`src/rtl/snake_pkg.sv`:
```
// Shared snake-game definitions: heading encodings, keypad scan codes and key decode.
package snake_pkg;

  typedef enum logic [1:0] {
    DIR_UP    = 2'b00,
    DIR_DOWN  = 2'b01,
    DIR_RIGHT = 2'b10,
    DIR_LEFT  = 2'b11
  } dir_t;

  localparam logic [4:0] KEY_LEFT  = 5'h0C;
  localparam logic [4:0] KEY_RIGHT = 5'h0E;
  localparam logic [4:0] KEY_UP    = 5'h09;
  localparam logic [4:0] KEY_DOWN  = 5'h11;

  typedef struct packed {
    logic valid;
    dir_t dir;
  } keyDec_t;

  function automatic keyDec_t decodeKey(input logic [4:0] code);
    keyDec_t d;
    d.valid = 1'b1;
    d.dir   = DIR_UP;
    case (code)
      KEY_LEFT:  d.dir = DIR_LEFT;
      KEY_RIGHT: d.dir = DIR_RIGHT;
      KEY_UP:    d.dir = DIR_UP;
      KEY_DOWN:  d.dir = DIR_DOWN;
      default:   d.valid = 1'b0;
    endcase
    return d;
  endfunction

endpackage

```
`src/rtl/dir_fifo.sv`:
```
// Two-entry heading FIFO; push and pop may happen on the same edge.
module dir_fifo
  import snake_pkg::*;
(
  input  logic       clk,
  input  logic       reset,
  input  logic       push,
  input  dir_t       pushDir,
  input  logic       pop,
  output dir_t       head,
  output dir_t       tail,
  output logic [1:0] count
);

  dir_t       slot0, slot1;
  logic       doPush, doPop;
  logic [1:0] remaining;

  // Guards keep the count inside 0..2 even if a caller misbehaves.
  assign doPush = push & (count != 2'd2);
  assign doPop  = pop & (count != 2'd0);

  always_comb begin
    remaining = count;
    if (doPop) remaining = count - 2'd1;
  end

  always_ff @(posedge clk) begin
    if (reset) begin
      slot0 <= DIR_UP;
      slot1 <= DIR_UP;
      count <= 2'd0;
    end else begin
      if (doPop) slot0 <= slot1;
      if (doPush) begin
        if (remaining == 2'd0) slot0 <= pushDir;
        else                   slot1 <= pushDir;
      end
      count <= count + {1'b0, doPush} - {1'b0, doPop};
    end
  end

  assign head = slot0;
  assign tail = (count == 2'd2) ? slot1 : slot0;

endmodule

```
`src/rtl/move_scheduler.sv`:
```
// Snake move scheduler: edge-sampled key decode into a 2-deep heading queue,
// applied one heading per move tick.
module move_scheduler
  import snake_pkg::*;
#(
  parameter int TICK_DIV = 25000000
) (
  input  logic       clk,
  input  logic       reset,
  input  logic [4:0] keyCode,
  input  logic       keyReady,
  input  logic       enable,
  output logic [1:0] direction,
  output logic       moveTick,
  output logic [1:0] queueCount,
  output logic       dropped
);

  localparam int         CW   = $clog2(TICK_DIV);
  localparam logic [CW-1:0] LAST = CW'(TICK_DIV - 1);

  logic [CW-1:0] cnt;
  logic          prevReady;
  dir_t          dirReg, qHead, qTail, refDir;
  keyDec_t       dec;
  logic          sample, hit, reject, push, wrap, pop;

  assign dec    = decodeKey(keyCode);
  assign sample = keyReady & ~prevReady;
  assign refDir = (queueCount != 2'd0) ? qTail : dirReg;
  assign hit    = sample & dec.valid;
  // Same or opposite heading share bit 1 of the encoding.
  assign reject = hit & ((queueCount == 2'd2) | (dec.dir[1] == refDir[1]));
  assign push   = hit & ~reject;
  assign wrap   = enable & (cnt == LAST);
  assign pop    = wrap & (queueCount != 2'd0);

  dir_fifo uFifo (
    .clk    (clk),
    .reset  (reset),
    .push   (push),
    .pushDir(dec.dir),
    .pop    (pop),
    .head   (qHead),
    .tail   (qTail),
    .count  (queueCount)
  );

  always_ff @(posedge clk) begin
    if (reset) begin
      cnt       <= '0;
      prevReady <= 1'b0;
      dirReg    <= DIR_UP;
      moveTick  <= 1'b0;
      dropped   <= 1'b0;
    end else begin
      prevReady <= keyReady;
      dropped   <= reject;
      moveTick  <= wrap;
      if (enable) cnt <= wrap ? '0 : cnt + 1'b1;
      if (pop) dirReg <= qHead;
    end
  end

  assign direction = dirReg;

endmodule

```
`config.mk`:
```
export PLATFORM = sky130hd
export DESIGN_NAME = move_scheduler
export DESIGN_NICKNAME = d
export VERILOG_FILES = /design/src/rtl/snake_pkg.sv /design/src/rtl/dir_fifo.sv /design/src/rtl/move_scheduler.sv
export SDC_FILE = /design/constraint.sdc
export NUM_CORES = 1
export LEC_CHECK = 0
export ABC_AREA = 1
export ABC_CLOCK_PERIOD_IN_PS = 3600
export CAP_MARGIN = 10
export CORE_MARGIN = 8
export CORE_UTILIZATION = 60
export CTS_CLUSTER_DIAMETER = 150
export DETAILED_ROUTE_END_ITERATION = 12
export PLACE_DENSITY = 0.79
export SETUP_SLACK_MARGIN = 0.05
export SLEW_MARGIN = 20
export SYNTH_ARGS = -nofsm -noshare
export SYNTH_HDL_FRONTEND = slang
export SYNTH_HIERARCHICAL = 1
export SYNTH_SLANG_ARGS = --single-unit
```
`constraint.sdc`:
```
create_clock -name clk -period 3.6 [get_ports clk]
set_input_delay 0.36 -clock clk [delete_from_list [all_inputs] [get_ports clk]]
set_output_delay 0.36 -clock clk [all_outputs]
set_load 0.01 [all_outputs]
```
==> results of run 1 <==
[layer usage]
layer | vias to the layer above | share of wire | track usage
met5 | - | 0 | 0
met4 | 0 | 0.015 | 0.0604
met3 | 7 | 0.070 | 0.0466
met2 | 58 | 0.47 | 0.313
met1 | 953 | 0.45 | 0.202
li1 | 1156 | - | -
[placed cells by master (no fill, tap or decap), types with 7 or more instances in the layout]
master            n
clkbuf_8          7
clkdlybuf4s50_1  14
dfxtp_1          36
inv_1            64
nand2_1          99
nand3_1          27
nor2_1           80
nor2_2            7
nor3_1            9
[final cells by class]
class | instances | area, um2
Fill cell | 326 | 1120
Timing Repair Buffer | 14 | 140
Tap cell | 48 | 60.1
Multi-Input combinational cell | 266 | 1250
Sequential cell | 36 | 721
Inverter | 66 | 248
Clock buffer | 7 | 96.3
[worst register-to-register path: cells and delay by family, from the launching register on]
family | cells | cell delay (ns)
simple gates | 5 | 0.60
xor+xnor | 3 | 0.47
flops | 1 | 0.45
fa+ha+maj | 2 | 0.45
compound gates | 2 | 0.28
buf+inv | 2 | 0.22
[where the power goes]
part / switching [mW] / internal (mW) / total [mW]
Sequential: 0.00229 / 0.401 / 0.403
Combinational: 0.0196 / 0.0142 / 0.0338
Clock: 0.140 / 0.170 / 0.310
Total: 0.161 / 0.586 / 0.747
[registers in the layout (all words and copies together), names as in the netlist]
signal and cells:
direction 2, uFifo/count 2, dropped 1, uFifo/slot1 2, prevReady 1, cnt 25, moveTick 1, uFifo/head 2
[per-stage QoR]
step | instances | worst slack, ns | total power [mW]
after floorplan | 370 | 1.25 | 0.431
final | 437 | 1.03 | 0.747
after global routing | 437 | 0.772 | 0.769
after global placement | 430 | 0.922 | 0.445
after detailed placement | 430 | 0.795 | 0.446
after CTS | 437 | 1.02 | 0.753
[final timing paths]
| path | startpoint | endpoint | slack, ns | cells after the start |
|---|---|---|---|---|
| max | enable | uFifo/count[1] | 1.03 | 13 |
| min | cnt[4] | cnt[4] | 0.51 | 2 |
| max reg2reg | uFifo/count[0] | uFifo/count[1] | 1.03 | 14 |
| min reg2reg | cnt[4] | cnt[4] | 0.51 | 2 |
==> metrics.md, run 1 <==
| Metric | Value |
|---|---|
| Status | completed |
| Final min period | 2.57 ns |
| Final Core Density | 0.692 |
| CP arrival | 2.74 ns |
| Worst Setup Path Type | input port to flop |
| Critical path peak fanout | 8 |
| Maximum number of pins on one net before global-route repair | 17 |
| Die Wd | 77.1 um |
| Initial core utilization | 0.616 |
| CTS Buf Count | 5 |
| Data required, critical path | 3.76 ns |
| Final setup viols | 0 |
| WL/cell | 11.6 um |
| Synthesized area per cell | 6.05 um2 |
| Fin area | 2510 um2 |
| Crit path buf inv count | 2 |
| Setup_tns | 0 ns |
| Final max-slew violation count | 0 |
| MaxCap Viol Count | 0 |
| Fin. Hold Viols | 0 |
| Mapped Area | 2240 um2 |
| Worst-case clock buffer depth | 2 |
| Clock Pin Slew Worst Setup and Hold Paths | 0.07 ns |
| Via/cell ratio | 4.97 |
| Clk sinks | 36 |
| Vias in the first global route | 2014 |
| H-tree level count | 2 |
| Row Count | 22 |
| Hold crit path type | flop to flop |
| Syn_nets | 383 |
| Share of layout cells above drive strength 1 | 0.0771 |
| CP top delay family | simple AND/OR/NAND/NOR gates |
| Leakage | 1.12 nW |
| PostCTS Resize Cnt | 0 |
| Yosys warning count | 6 |
| Detailed placement HPWL | 3.82 mm |
| Area after DPL | 2420 um2 |
| Fmax | 389 MHz |
| Critical Path Max Stage Delay | 0.66 ns |
| Initial antenna violation count | 0 |
| NumNets Final | 402 |
| Crit start category | input port |
| DR vias | 2174 |
| First-pass GRT wire length | 8.82 mm |
| Area of the core | 3630 um2 |
| Final Wtd Congestion | 0.890 |
| Boundary pin count | 15 |
| Crit-path cells | clkdlybuf4s50_1, nand3_1, nor2_1, nand2_2, nor2_4, inv_1, nor2_1, nand2_2, xnor2_1, ha_1, xor2_1, xnor2_1, nor2_1 |
| Ant diodes | 0 |
| Hold buffer count at cts | 0 |
| DRT Pass-1 Iters | 4 |
| Max transition margin | 0.694 |
| Crit end category | flop |
| Crit-path slowest cell | clkdlybuf4s50_1 |
| Die height | 77.1 um |
| Total Wirelength | 5.07 mm |
| Final hold slack | 0.515 ns |
| Pwr/cell area | 297 nW/um2 |
| DR iter-0 viols | 143 |
| Input/output buffers | 14 |
| RSZ-0062 raised after global routing | no |
| CTS tree | built |
| Clock skew | 0.00270 ns |
| Area growth from synthesis to layout | 12.2% |
| Post-CTS setup buffers | 0 |
| Tightest Pin Transition | 0.458 ns |
| Worst-Skew Late Latency | 0.28 ns |
| Grt total ovfl | 0 |
| DIE AREA | 5940 um2 |
| Mapped Cells | 370 |
| Antenna viol nets, final | 0 |
| GR Util All Layers | 0.178 |
| DRC Markers | 0 |
| Most Frequent Cell on Critical Path | nor2_1 |
| Max VDD drop | 0.199 mV |
| Period utilization | 0.715 |
| Clock root cell | clkbuf_8 |
No activity file was read; power rests on OpenSTA's default activity.
==> run 2, diff against run 1 <==
- ABC_CLOCK_PERIOD_IN_PS: 3600 -> 2300
- CORE_UTILIZATION: 60 -> 53
- PLACE_DENSITY: 0.79 -> 0.74
- clock period: 3.6 -> 2.3 ns (I/O delays scaled with it)
==> metrics.md, run 2 (synthesized netlist as in run 1, its figures left out) <==
| Metric | Value |
|---|---|
| Status | completed |
| Crit start category | input port |
| Initial antenna violation count | 0 (unchanged) |
| Maximum number of pins on one net before global-route repair | 17 (unchanged) |
| Final max-slew violation count | 0 (unchanged) |
| Hold worst-path end | cnt[1] |
| RSZ-0062 raised after global routing | no |
| Biggest register | cnt |
| Hold path start | cnt[1] |
| Combinational power share | 0.048 (+0.003) |
| Inst Count DP | 444 (+3.3%) |
| Worst Setup Path Type | input port to flop |
| H-tree level count | 2 (unchanged) |
| Reg power frac | 0.508 (-0.032) |
| Hold crit path type | flop to flop |
| DRC Markers | 0 (unchanged) |
| Clock root cell | clkbuf_8 |
| Hold buffer count at cts | 0 (unchanged) |
| Setup WS pre-CTS | -0.0297 ns (-0.825 ns) |
| Clk sinks | 36 (unchanged) |
| Worst-Skew Late Latency | 0.29 ns (about the same) |
| Commonest cells after routing, fill and taps aside | 99 x nand2_1, 77 x nor2_1, 63 x inv_1 |
| Area growth from synthesis to layout | 20.2% |
| Fin. Hold Viols | 0 (unchanged) |
| Max transition margin | 0.733 (+0.0389) |
| Reg-to-reg setup timing slack | 0.18 ns (-0.85 ns) |
| Input/output buffers | 14 (unchanged) |
| Period utilization | 0.924 |
| Area of the core | 4030 um2 (+11%) |
| Pwr/cell area | 462 nW/um2 (+55%) |
| Fmax | 470 MHz |
| Row Count | 23 (+4.5%) |
| Largest register FFs | 25 (unchanged) |
| Min-Delay Path Depth | 2 (unchanged) |
| Data required, critical path | 2.48 ns (-1.28 ns) |
| Sw frac | 0.215 (-0.000658) |
| CP arrival | 2.31 ns (-0.43 ns) |
| Leakage | 1.20 nW (+7.1%) |
| Via/cell ratio | 4.89 (-1.7%) |
| DR vias | 2216 (+1.9%) |
| Max VDD drop | 0.272 mV (+37%) |
| Total Wirelength | 5.27 mm (+4.0%) |
| Worst-case clock buffer depth | 2 (unchanged) |
| GR Util All Layers | 0.174 (-0.00434) |
| Critical path peak fanout | 4 (-4) |
| Final Core Density | 0.668 (-0.0235) |
| Reg2reg end | uFifo/count[1] |
| Final Wtd Congestion | 0.858 (-3.6%) |
| First-pass GRT wire length | 9.14 mm (+3.6%) |
| Post-Layout Cell Count | 453 (+3.7%) |
| Clock Pin Slew Worst Setup and Hold Paths | 0.08 ns (about the same) |
| CTS Buf Count | 5 (unchanged) |
| Die height | 81.0 um (+5.1%) |
| Ant diodes | 0 (unchanged) |
| Boundary pin count | 15 (unchanged) |
| Final setup viols | 0 (unchanged) |
| Most common cell after layout, fill and taps aside | nand2_1 |
| Die Wd | 81.0 um (+5.1%) |
| CTS tree | built |
| DR iter-0 viols | 129 (-9.8%) |
| Reg-to-reg startpoint | cnt[0] |
| DIE AREA | 6560 um2 (+10%) |
| Tightest Pin Transition | 0.400 ns (-0.0578 ns) |
| Grt total ovfl | 0 (unchanged) |
| NumNets Final | 415 (+3.2%) |
| Clock share of power | 0.444 (+0.029) |
| Internal power | 0.975 mW (+67%) |
| R2R depth | 13 (-1) |
| WL/cell | 11.6 um (+0.31%) |
| Setup WS post-layout | 0.174 ns (-0.852 ns) |
| Clock skew | 0.00598 ns (+0.00328 ns) |
| Antenna viol nets, final | 0 (unchanged) |
| Final min period | 2.13 ns |
| Switching power | 0.268 mW (+66%) |
| DRT Pass-1 Iters | 5 (+1) |
| MaxCap Viol Count | 0 (unchanged) |
| Vias in the first global route | 2087 (+3.6%) |
| Share of layout cells above drive strength 1 | 0.146 (+0.0693) |
| Initial core utilization | 0.556 (-0.0605) |
| Crit end category | flop |
| Detailed placement HPWL | 4.07 mm (+6.5%) |
-- run 2: cell types whose count changed in the layout (fill, tap and decap cells not counted), moves of 2 or more --
cell	before	now
nand3_1	27	25
clkbuf_8	7	5
nor2_2	7	9
ha_2	0	2
nor2_1	80	77
ha_1	4	1
dfxtp_2	0	4
dfxtp_1	36	32
buf_4	0	13
-- run 2: worst max path at each step --
| stage | from | end | slack (ns) |
|---|---|---|---|
| finish | keyCode[3] | uFifo/count[1] | 0.17 |
| global route | keyCode[3] | uFifo/count[1] | 0.02 |
| CTS | cnt[1] | uFifo/count[1] | 0.06 |
| detailed placement | keyCode[3] | uFifo/count[1] | -0.03 |
| global placement | keyCode[3] | uFifo/count[1] | 0.03 |
| floorplan | uFifo/count[0] | uFifo/count[1] | 0.09 |
-- run 2: power groups by stage --
stage | Clock, mW | Combinational [mW] | Sequential [mW]
after floorplan | 0 | 0.0302 | 0.645
after global placement | 0 | 0.0558 | 0.645
after detailed placement | 0 | 0.0565 | 0.645
after CTS | 0.563 | 0.0571 | 0.631
after global routing | 0.595 | 0.0648 | 0.632
final | 0.553 | 0.0591 | 0.632
-- run 2: final cells by class --
cell class | instances | area, um2
Fill cell | 390 | 1340
Multi-Input combinational cell | 266 | 1310
Sequential cell | 36 | 726
Inverter | 66 | 248
Timing Repair Buffer | 27 | 238
Clock buffer | 6 | 72.6
Tap cell | 50 | 62.6
Clock inverter | 2 | 35.0
-- run 2: worst max-delay path: stages --
cell and delay [ns]:
clkdlybuf4s50_1 0.45, inv_1 0.05, nor2_1 0.16, nand3_2 0.13, nand3_1 0.13, nand3_1 0.09, nor3_1 0.18, inv_1 0.09
nor2_4 0.13, xnor2_2 0.12, ha_2 0.20, xor2_1 0.17, xnor2_1 0.13, nor2_1 0.05
-- run 2: metrics by stage --
stage	instance area, um2	hold slack [ns]	power, mW	setup TNS [ns]
5_1_grt	2690	0.544	1.29	0
2_1_floorplan	2240	0.294	0.675	0
3_5_place_dp	2510	0.505	0.702	-0.0297
4_1_cts	2630	0.517	1.25	0
6_report	2690	0.514	1.24	0
3_3_place_gp	2510	0.499	0.701	0
-- run 2: metal layers --
metal,share of wire,vias up,global-route usage
met3,0.049,6,0.0408
met4,0.0095,0,0.0464
li1,-,1182,-
met5,0,-,0
met2,0.46,41,0.287
met1,0.48,987,0.221
-- run 2: timing repair --
item                       in CTS  in global routing
resized for setup               2                 15
buffers inserted                0                  1
setup endpoints to repair       1                  6
pin swaps                       0                  7
